===== config.mk =====
export PLATFORM = sky130hd
export DESIGN_NAME = bcd_div_scheduler
export DESIGN_NICKNAME = d
export VERILOG_FILES = /design/src/rtl/bcd_div_pkg.sv /design/src/rtl/bcd_digit_check.sv /design/src/rtl/bcd_div_scheduler.sv
export SDC_FILE = /design/constraint.sdc
export NUM_CORES = 1
export LEC_CHECK = 0
export ABC_AREA = 1
export CELL_PAD_IN_SITES_DETAIL_PLACEMENT = 1
export CELL_PAD_IN_SITES_GLOBAL_PLACEMENT = 1
export CORE_MARGIN = 3
export CORE_UTILIZATION = 28
export DETAILED_ROUTE_END_ITERATION = 10
export MAX_ROUTING_LAYER = met4
export PLACE_DENSITY = 0.8
export SLEW_MARGIN = 40
export SYNTH_ARGS = -nofsm -noshare
export SYNTH_HDL_FRONTEND = slang
export SYNTH_SLANG_ARGS = --single-unit

===== constraint.sdc =====
create_clock -name clk -period 1.7 [get_ports clk]
set_input_delay 0.34 -clock clk [delete_from_list [all_inputs] [get_ports clk]]
set_output_delay 0.34 -clock clk [all_outputs]
set_load 0.01 [all_outputs]

===== src/rtl/bcd_div_pkg.sv =====
// Shared types and constants for the BCD divider request scheduler.
package bcd_div_pkg;

  localparam int unsigned BCD_DIGITS             = 4;
  localparam int unsigned BCD_W                  = 4 * BCD_DIGITS;
  localparam int unsigned DEFAULT_TIMEOUT_CYCLES = 64;

  typedef enum logic [2:0] {
    ST_IDLE,
    ST_CLR,
    ST_ISSUE,
    ST_WAIT,
    ST_RESP
  } state_t;

  typedef enum logic [1:0] {
    ERR_OK      = 2'b00,
    ERR_DIV0    = 2'b01,
    ERR_BCD     = 2'b10,
    ERR_TIMEOUT = 2'b11
  } rsp_err_t;

  typedef struct packed {
    rsp_err_t         err;
    logic [BCD_W-1:0] quotient;
    logic [BCD_W-1:0] remainder;
  } div_result_t;

endpackage


===== src/rtl/bcd_digit_check.sv =====
// Flags whether every nibble of a packed BCD word is a legal decimal digit.
module bcd_digit_check
  import bcd_div_pkg::*;
(
  input  logic [BCD_W-1:0] value,
  output logic             digits_ok_c
);

  always_comb begin
    digits_ok_c = 1'b1;
    for (int i = 0; i < int'(BCD_DIGITS); i++) begin
      if (value[4*i +: 4] > 4'd9) digits_ok_c = 1'b0;
    end
  end

endmodule


===== src/rtl/bcd_div_scheduler.sv =====
// Arbitrates two requesters onto one external bcd_divider, checks operands,
// sequences reset/start/wait and returns results on a shared response bus.
module bcd_div_scheduler
  import bcd_div_pkg::*;
#(
  parameter int unsigned TIMEOUT_CYCLES = DEFAULT_TIMEOUT_CYCLES,
  parameter int unsigned N_REQ          = 2
) (
  input  logic                     clk,
  input  logic                     rst,
  input  logic [N_REQ-1:0]         req_valid,
  input  logic [N_REQ*BCD_W-1:0]   req_dividend,
  input  logic [N_REQ*BCD_W-1:0]   req_divisor,
  output logic [N_REQ-1:0]         req_ready,
  output logic [N_REQ-1:0]         rsp_valid,
  output logic [BCD_W-1:0]         rsp_quotient,
  output logic [BCD_W-1:0]         rsp_remainder,
  output logic [1:0]               rsp_err,
  output logic                     div_rst,
  output logic                     div_start,
  output logic [BCD_W-1:0]         div_dividend,
  output logic [BCD_W-1:0]         div_divisor,
  input  logic [BCD_W-1:0]         div_quotient,
  input  logic [BCD_W-1:0]         div_remainder,
  input  logic                     div_end
);

  localparam int unsigned CNT_W = $clog2(TIMEOUT_CYCLES + 1);

  state_t           state, state_d;
  logic             last_grant, last_grant_d;
  logic             grant, grant_d;
  logic             sel;
  logic [BCD_W-1:0] opa, opa_d, opb, opb_d;
  logic [BCD_W-1:0] in_dvd, in_dvs;
  logic             dvd_ok_c, dvs_ok_c;
  logic [CNT_W-1:0] cnt, cnt_d;
  div_result_t      res, res_d;
  logic [N_REQ-1:0] ready_c;
  logic             timeout_c;

  // Round-robin pick: on contention the requester not served last wins.
  assign sel    = (&req_valid) ? ~last_grant : req_valid[1];
  assign in_dvd = sel ? req_dividend[2*BCD_W-1:BCD_W] : req_dividend[BCD_W-1:0];
  assign in_dvs = sel ? req_divisor[2*BCD_W-1:BCD_W]  : req_divisor[BCD_W-1:0];

  bcd_digit_check u_chk_dvd (.value(in_dvd), .digits_ok_c(dvd_ok_c));
  bcd_digit_check u_chk_dvs (.value(in_dvs), .digits_ok_c(dvs_ok_c));

  always_comb begin
    state_d      = state;
    last_grant_d = last_grant;
    grant_d      = grant;
    opa_d        = opa;
    opb_d        = opb;
    cnt_d        = cnt;
    res_d        = res;
    ready_c      = '0;
    timeout_c    = 1'b0;
    case (state)
      ST_IDLE: begin
        if (|req_valid) begin
          ready_c[sel] = 1'b1;
          last_grant_d = sel;
          grant_d      = sel;
          opa_d        = in_dvd;
          opb_d        = in_dvs;
          cnt_d        = '0;
          // Operand errors bypass the divider entirely.
          if (in_dvs == '0) begin
            res_d   = '{err: ERR_DIV0, quotient: '0, remainder: in_dvd};
            state_d = ST_RESP;
          end else if (!(dvd_ok_c && dvs_ok_c)) begin
            res_d   = '{err: ERR_BCD, quotient: '0, remainder: '0};
            state_d = ST_RESP;
          end else begin
            state_d = ST_CLR;
          end
        end
      end
      ST_CLR:   state_d = ST_ISSUE;
      ST_ISSUE: begin
        cnt_d   = '0;
        state_d = ST_WAIT;
      end
      ST_WAIT: begin
        // A completion on the final cycle still beats the timeout.
        if (div_end) begin
          res_d   = '{err: ERR_OK, quotient: div_quotient, remainder: div_remainder};
          state_d = ST_RESP;
        end else if (cnt == CNT_W'(TIMEOUT_CYCLES - 1)) begin
          timeout_c = 1'b1;
          res_d     = '{err: ERR_TIMEOUT, quotient: '0, remainder: '0};
          state_d   = ST_RESP;
        end else begin
          cnt_d = cnt + CNT_W'(1);
        end
      end
      ST_RESP:  state_d = ST_IDLE;
      default:  state_d = ST_IDLE;
    endcase
  end

  always_ff @(posedge clk) begin
    if (rst) begin
      state        <= ST_IDLE;
      last_grant   <= 1'b1;
      grant        <= 1'b0;
      opa          <= '0;
      opb          <= '0;
      cnt          <= '0;
      res          <= '0;
      rsp_valid    <= '0;
      div_start    <= 1'b0;
      div_dividend <= '0;
      div_divisor  <= '0;
    end else begin
      state        <= state_d;
      last_grant   <= last_grant_d;
      grant        <= grant_d;
      opa          <= opa_d;
      opb          <= opb_d;
      cnt          <= cnt_d;
      res          <= res_d;
      rsp_valid    <= (state_d == ST_RESP) ? (N_REQ'(1) << grant_d) : '0;
      div_start    <= (state_d == ST_ISSUE);
      // Operands are presented to the divider only while it owns the request.
      if (state_d == ST_CLR || state_d == ST_ISSUE || state_d == ST_WAIT) begin
        div_dividend <= opa_d;
        div_divisor  <= opb_d;
      end else begin
        div_dividend <= '0;
        div_divisor  <= '0;
      end
    end
  end

  assign req_ready     = rst ? '0 : ready_c;
  assign div_rst       = rst | (state == ST_CLR) | timeout_c;
  assign rsp_quotient  = res.quotient;
  assign rsp_remainder = res.remainder;
  assign rsp_err       = res.err;

endmodule


==> results <==
- The number of flip-flops and latches in the synthesized netlist is 113.
- Counting instances, the worst hold path has a depth of 2.
- The kind of critical path is flop to flop.
- The share of final-layout standard cells stronger than drive strength 1 is a little under two fifths.
- After layout, the worst path uses 130.4% of the clock period.
- The element type at the critical path end is a flop.
- After filler insertion, the fill cell instance count of the layout stands at 2,031.
- The die span in x is about 140 um.
- Buffers inserted during clock tree synthesis total 17.
- After clock tree synthesis, the clock-pin slew on the worst setup and hold paths is about 60 ps.
- The number of DRC violations after detailed-routing iteration 0 is 380.
- The net count of the finished layout is about 1,100.
- The element type at the critical path start is a flop.
- For this block, the via count after detailed routing is approximately 6,300.
- The all-layer global routing usage is 20.92%.
- At the end of routability-driven placement, the weighted congestion stood at between 0.7 and 0.8.
- The maximum level of the CTS H-tree is 4.
- The clock arrives with 16.48 ps of skew.
- The uppermost metal layer occupied by signal nets is met4.
- The setup TNS is -34,070 ps.
- The overall overflow remaining after global route is 0.
- The per-cell via count in the routed design is around 5.0.
- The synthesized netlist contains 28 unique library cells.
- The CTS tree is yes.
- The number of warning messages in the yosys log is 0.
- The design draws roughly 0.0085 W.
- In the synthesized netlist, the cells that appear most often are sky130_fd_sc_hd__nand2_1 (200), sky130_fd_sc_hd__dfxtp_1 (113), sky130_fd_sc_hd__nor2_1 (110), sky130_fd_sc_hd__nand3_1 (79), sky130_fd_sc_hd__inv_1 (60).
- A synthesized cell averages 6.953 um^2.
- Entering global routing, the biggest net connects 36 pins.
- The worst path in the final design needs a cycle of between 2000 and 2500 ps, including I/O delays and setup.
- At the worst endpoint, the required time is just over 2000 ps.
- The post-route worst setup slack is -517.4 ps.
- The highest fanout seen on the critical path is 27.
- The post-detailed-routing wire length is ~26,000 um.
- In the final routed layout, each cell accounts on average for ~21 um.
- The length of routed wiring on met1 is roughly 11,000 um.
- The number of rows in the core area is between 40 and 50.
- The final count of hold timing violations is 0.
- The first global-routing pass estimated 31,820 um of wire.
- Setup violations remaining at the end of the flow were counted as 85.
- The stage delay of the slowest cell on the critical path is roughly 350 ps.
- The placed wire-length estimate after detailed placement is 14,130 um.
- Summed over all cells, the static leakage comes to about 4.2 nW.
- The relative area change from synthesis to final layout is 90.72%.
- The most used flip-flop cell after synthesis is sky130_fd_sc_hd__dfxtp_1.
- The floorplan step defined a core boundary enclosing about 18,000 um^2.
- The count of unresolved DRC violations after routing is 0.
- Wire segments on met3 add up to around 1400 um in the final route.
- The count of port buffers added during placement is ~170.
- The cell at the root of the clock tree is sky130_fd_sc_hd__clkbuf_16.
- The critical path goes through nand2_4 -> buf_6 -> nand3_1 -> nand2_1 -> nor2_1 -> nand2_2 -> nor2_2 -> nand2_2 -> buf_6 -> nand3_2 -> nand2_4 -> buf_12 -> nand3_1 -> nand2_1 -> nor2_1.
- The synthesized design contains 0 enable-type register cells.
- The synthesized instance count is between 700 and 800.
- Data on the critical path arrives at its endpoint at about 2600 ps.
- The number of antenna violations at the first check in global routing was 3.
- By area the synthesized netlist is led by sky130_fd_sc_hd__dfxtp_1 (45%), sky130_fd_sc_hd__nand2_1 (15%), sky130_fd_sc_hd__nor2_1 (8.1%).
- For the pin with the worst max-slew slack, the measured transition is 520.5 ps.
- Once the floorplan was initialized, standard cells occupied slightly below 30% of the core.
- The final number of max-transition violations came to 0.
- Across the VDD grid, the largest voltage drop is about 0.68 mV.
- The top achievable clock speed is 0.4510 GHz.
- Final hold analysis gives a worst-case slack of between 400 and 500 ps.
- The floorplan step set the die height to approximately 140 um.
- The final reports fail on negative setup slack.
- The worst pin sits at a relative slew slack of between 60% and 70%.
- The area of the die is between 15,000 and 20,000 um^2.
- For this design, the sink count on the clock tree is 113.
- The tool flagged a number of max-cap violations equal to 0.
- Summing the sequential cell areas from Yosys gives between 40 and 50% of the chip area.
- Setup repair after global routing could not meet its margin everywhere.
- The maximum number of buffers from clock root to sink is 2.
- The total met2 wirelength after detailed routing is roughly 13,000 um.
- For this run, asynchronously set or reset flops after synthesis account for 0%.
- The synthesized netlist occupies a cell area of ~5100 um^2.
- The net count after synthesis is 831.
- The path class of the tightest hold or removal check is flop to flop.
- Dividing total power by cell area gives a power density of approximately 880 nW/um^2.
- The number of cells on the worst reg-to-reg path is 15.
- Summed over all instances, the cell type with the most area after synthesis is sky130_fd_sc_hd__dfxtp_1.
- The run finished, with violations left.
- The slowest library cell on the worst path is sky130_fd_sc_hd__dfxtp_2.
- The length of the first detailed-routing pass in iterations is 5.
- Once detail routing completed, the nets flagged for antenna violations numbered 0.
- The synthesized design devotes to its leading area cell type ~45% of total area.
- The number of global-route vias before repair is just over 6,000.
- The clock network latency to the later pin of the worst-skew pair is 430 ps.
- By instance count, the leading cell after synthesis is sky130_fd_sc_hd__nand2_1.
- The I/O pin count is between 150 and 200.
- The worst slack at placement is -1002 ps.
routing by layer:
metal | global-route usage (%) | vias up
met1 | 25.06 | 3061
met3 | 4.302 | 75
li1 | - | 2878
met4 | 8.159 | 0
met2 | 34.50 | 245
met5 | - | -
cell families after synthesis:
group / synth area share [%]
simple gates: 36.63
flops: 44.63
compound gates: 8.245
xor+xnor: 0.1728
fa+ha+maj: 0.2468
buf+inv: 10.07
path summary, 6_finish.rpt:
kind / startpoint / end / slack (ps)
worst max-delay path: last_grant$_SDFFE_PP1P_ / rsp_err[0]$_SDFFE_PP0P_ / -520
worst min-delay path: rsp_quotient[1]$_SDFFE_PP0P_ / rsp_quotient[1]$_SDFFE_PP0P_ / 470
worst max register to register: last_grant$_SDFFE_PP1P_ / rsp_err[0]$_SDFFE_PP0P_ / -520
worst min register to register: rsp_quotient[1]$_SDFFE_PP0P_ / rsp_quotient[1]$_SDFFE_PP0P_ / 470
stage by stage:
step	util, %	cells	area, um^2
2_1_floorplan	-	729	5074
3_3_place_gp	43.46	1177	7621
3_5_place_dp	43.46	1177	7621
4_1_cts	47.32	1215	8299
5_1_grt	55.12	1249	9667
6_report	55.12	1249	9667
critical path, delay by kind of cell, from the launching register on:
family	cells	cell delay, ps
AND/OR/NAND/NOR	12	1300
flip-flops	1	350
buffers and inverters	3	490
cell usage in the layout, fill, tap and decap left out, drive strengths merged:
| cell type | n |
|---|---|
| ha | 1 |
| nor3 | 7 |
| dlygate4sd2 | 1 |
| xnor2 | 1 |
| dfxtp | 113 |
| clkinv | 8 |
| nand3b | 13 |
| o311ai | 1 |
| nand2 | 206 |
| buf | 127 |
| inv | 63 |
| clkdlybuf4s50 | 162 |
| clkdlybuf4s15 | 1 |
| clkinvlp | 2 |
| nor2 | 115 |
| o211a | 1 |
| nand4 | 1 |
| nand3 | 86 |
| diode | 3 |
| o21ai | 37 |
| clkbuf | 28 |
| dlymetal6s2s | 4 |
| a21oi | 42 |
| bufinv | 1 |
layout make-up:
class	instances	area, um^2	share of cell area, %
antenna	3	7.507	0.07766
clock buffer	20	436.7	4.517
multi-input combinational	511	3226	33.37
sequential	113	2268	23.47
tap	225	281.5	2.912
timing repair buffer	303	3110	32.18
inverter	63	244.0	2.524
clock inverter	11	92.59	0.9578
registers in the layout, summed over array words and instances, names as in the netlist:
signal	cells
div_dividend	16
div_divisor	16
opa	16
opb	16
rsp_quotient	16
rsp_remainder	16
cnt	7
state	3
rsp_err	2
rsp_valid	2
div_start	1
grant	1
last_grant	1
report_power, final:
| group | switching [W] | internal (W) | leakage (nW) | total (W) |
|---|---|---|---|---|
| Combinational | 0.00125 | 0.00104 | 3.03 | 0.00228 |
| Sequential | 0.0000841 | 0.00283 | 0.925 | 0.00291 |
| Clock | 0.00133 | 0.00198 | 0.259 | 0.00331 |
what timing repair did:
action | in CTS | in global routing
hold buffers | 0 | 0
cloned | 1 | 8
buffers inserted | 6 | 23
pin swaps | 7 | 46
setup endpoints to repair | 107 | 111
resized for setup | 46 | 288
Note: power is estimated with default switching activity, not from simulation.
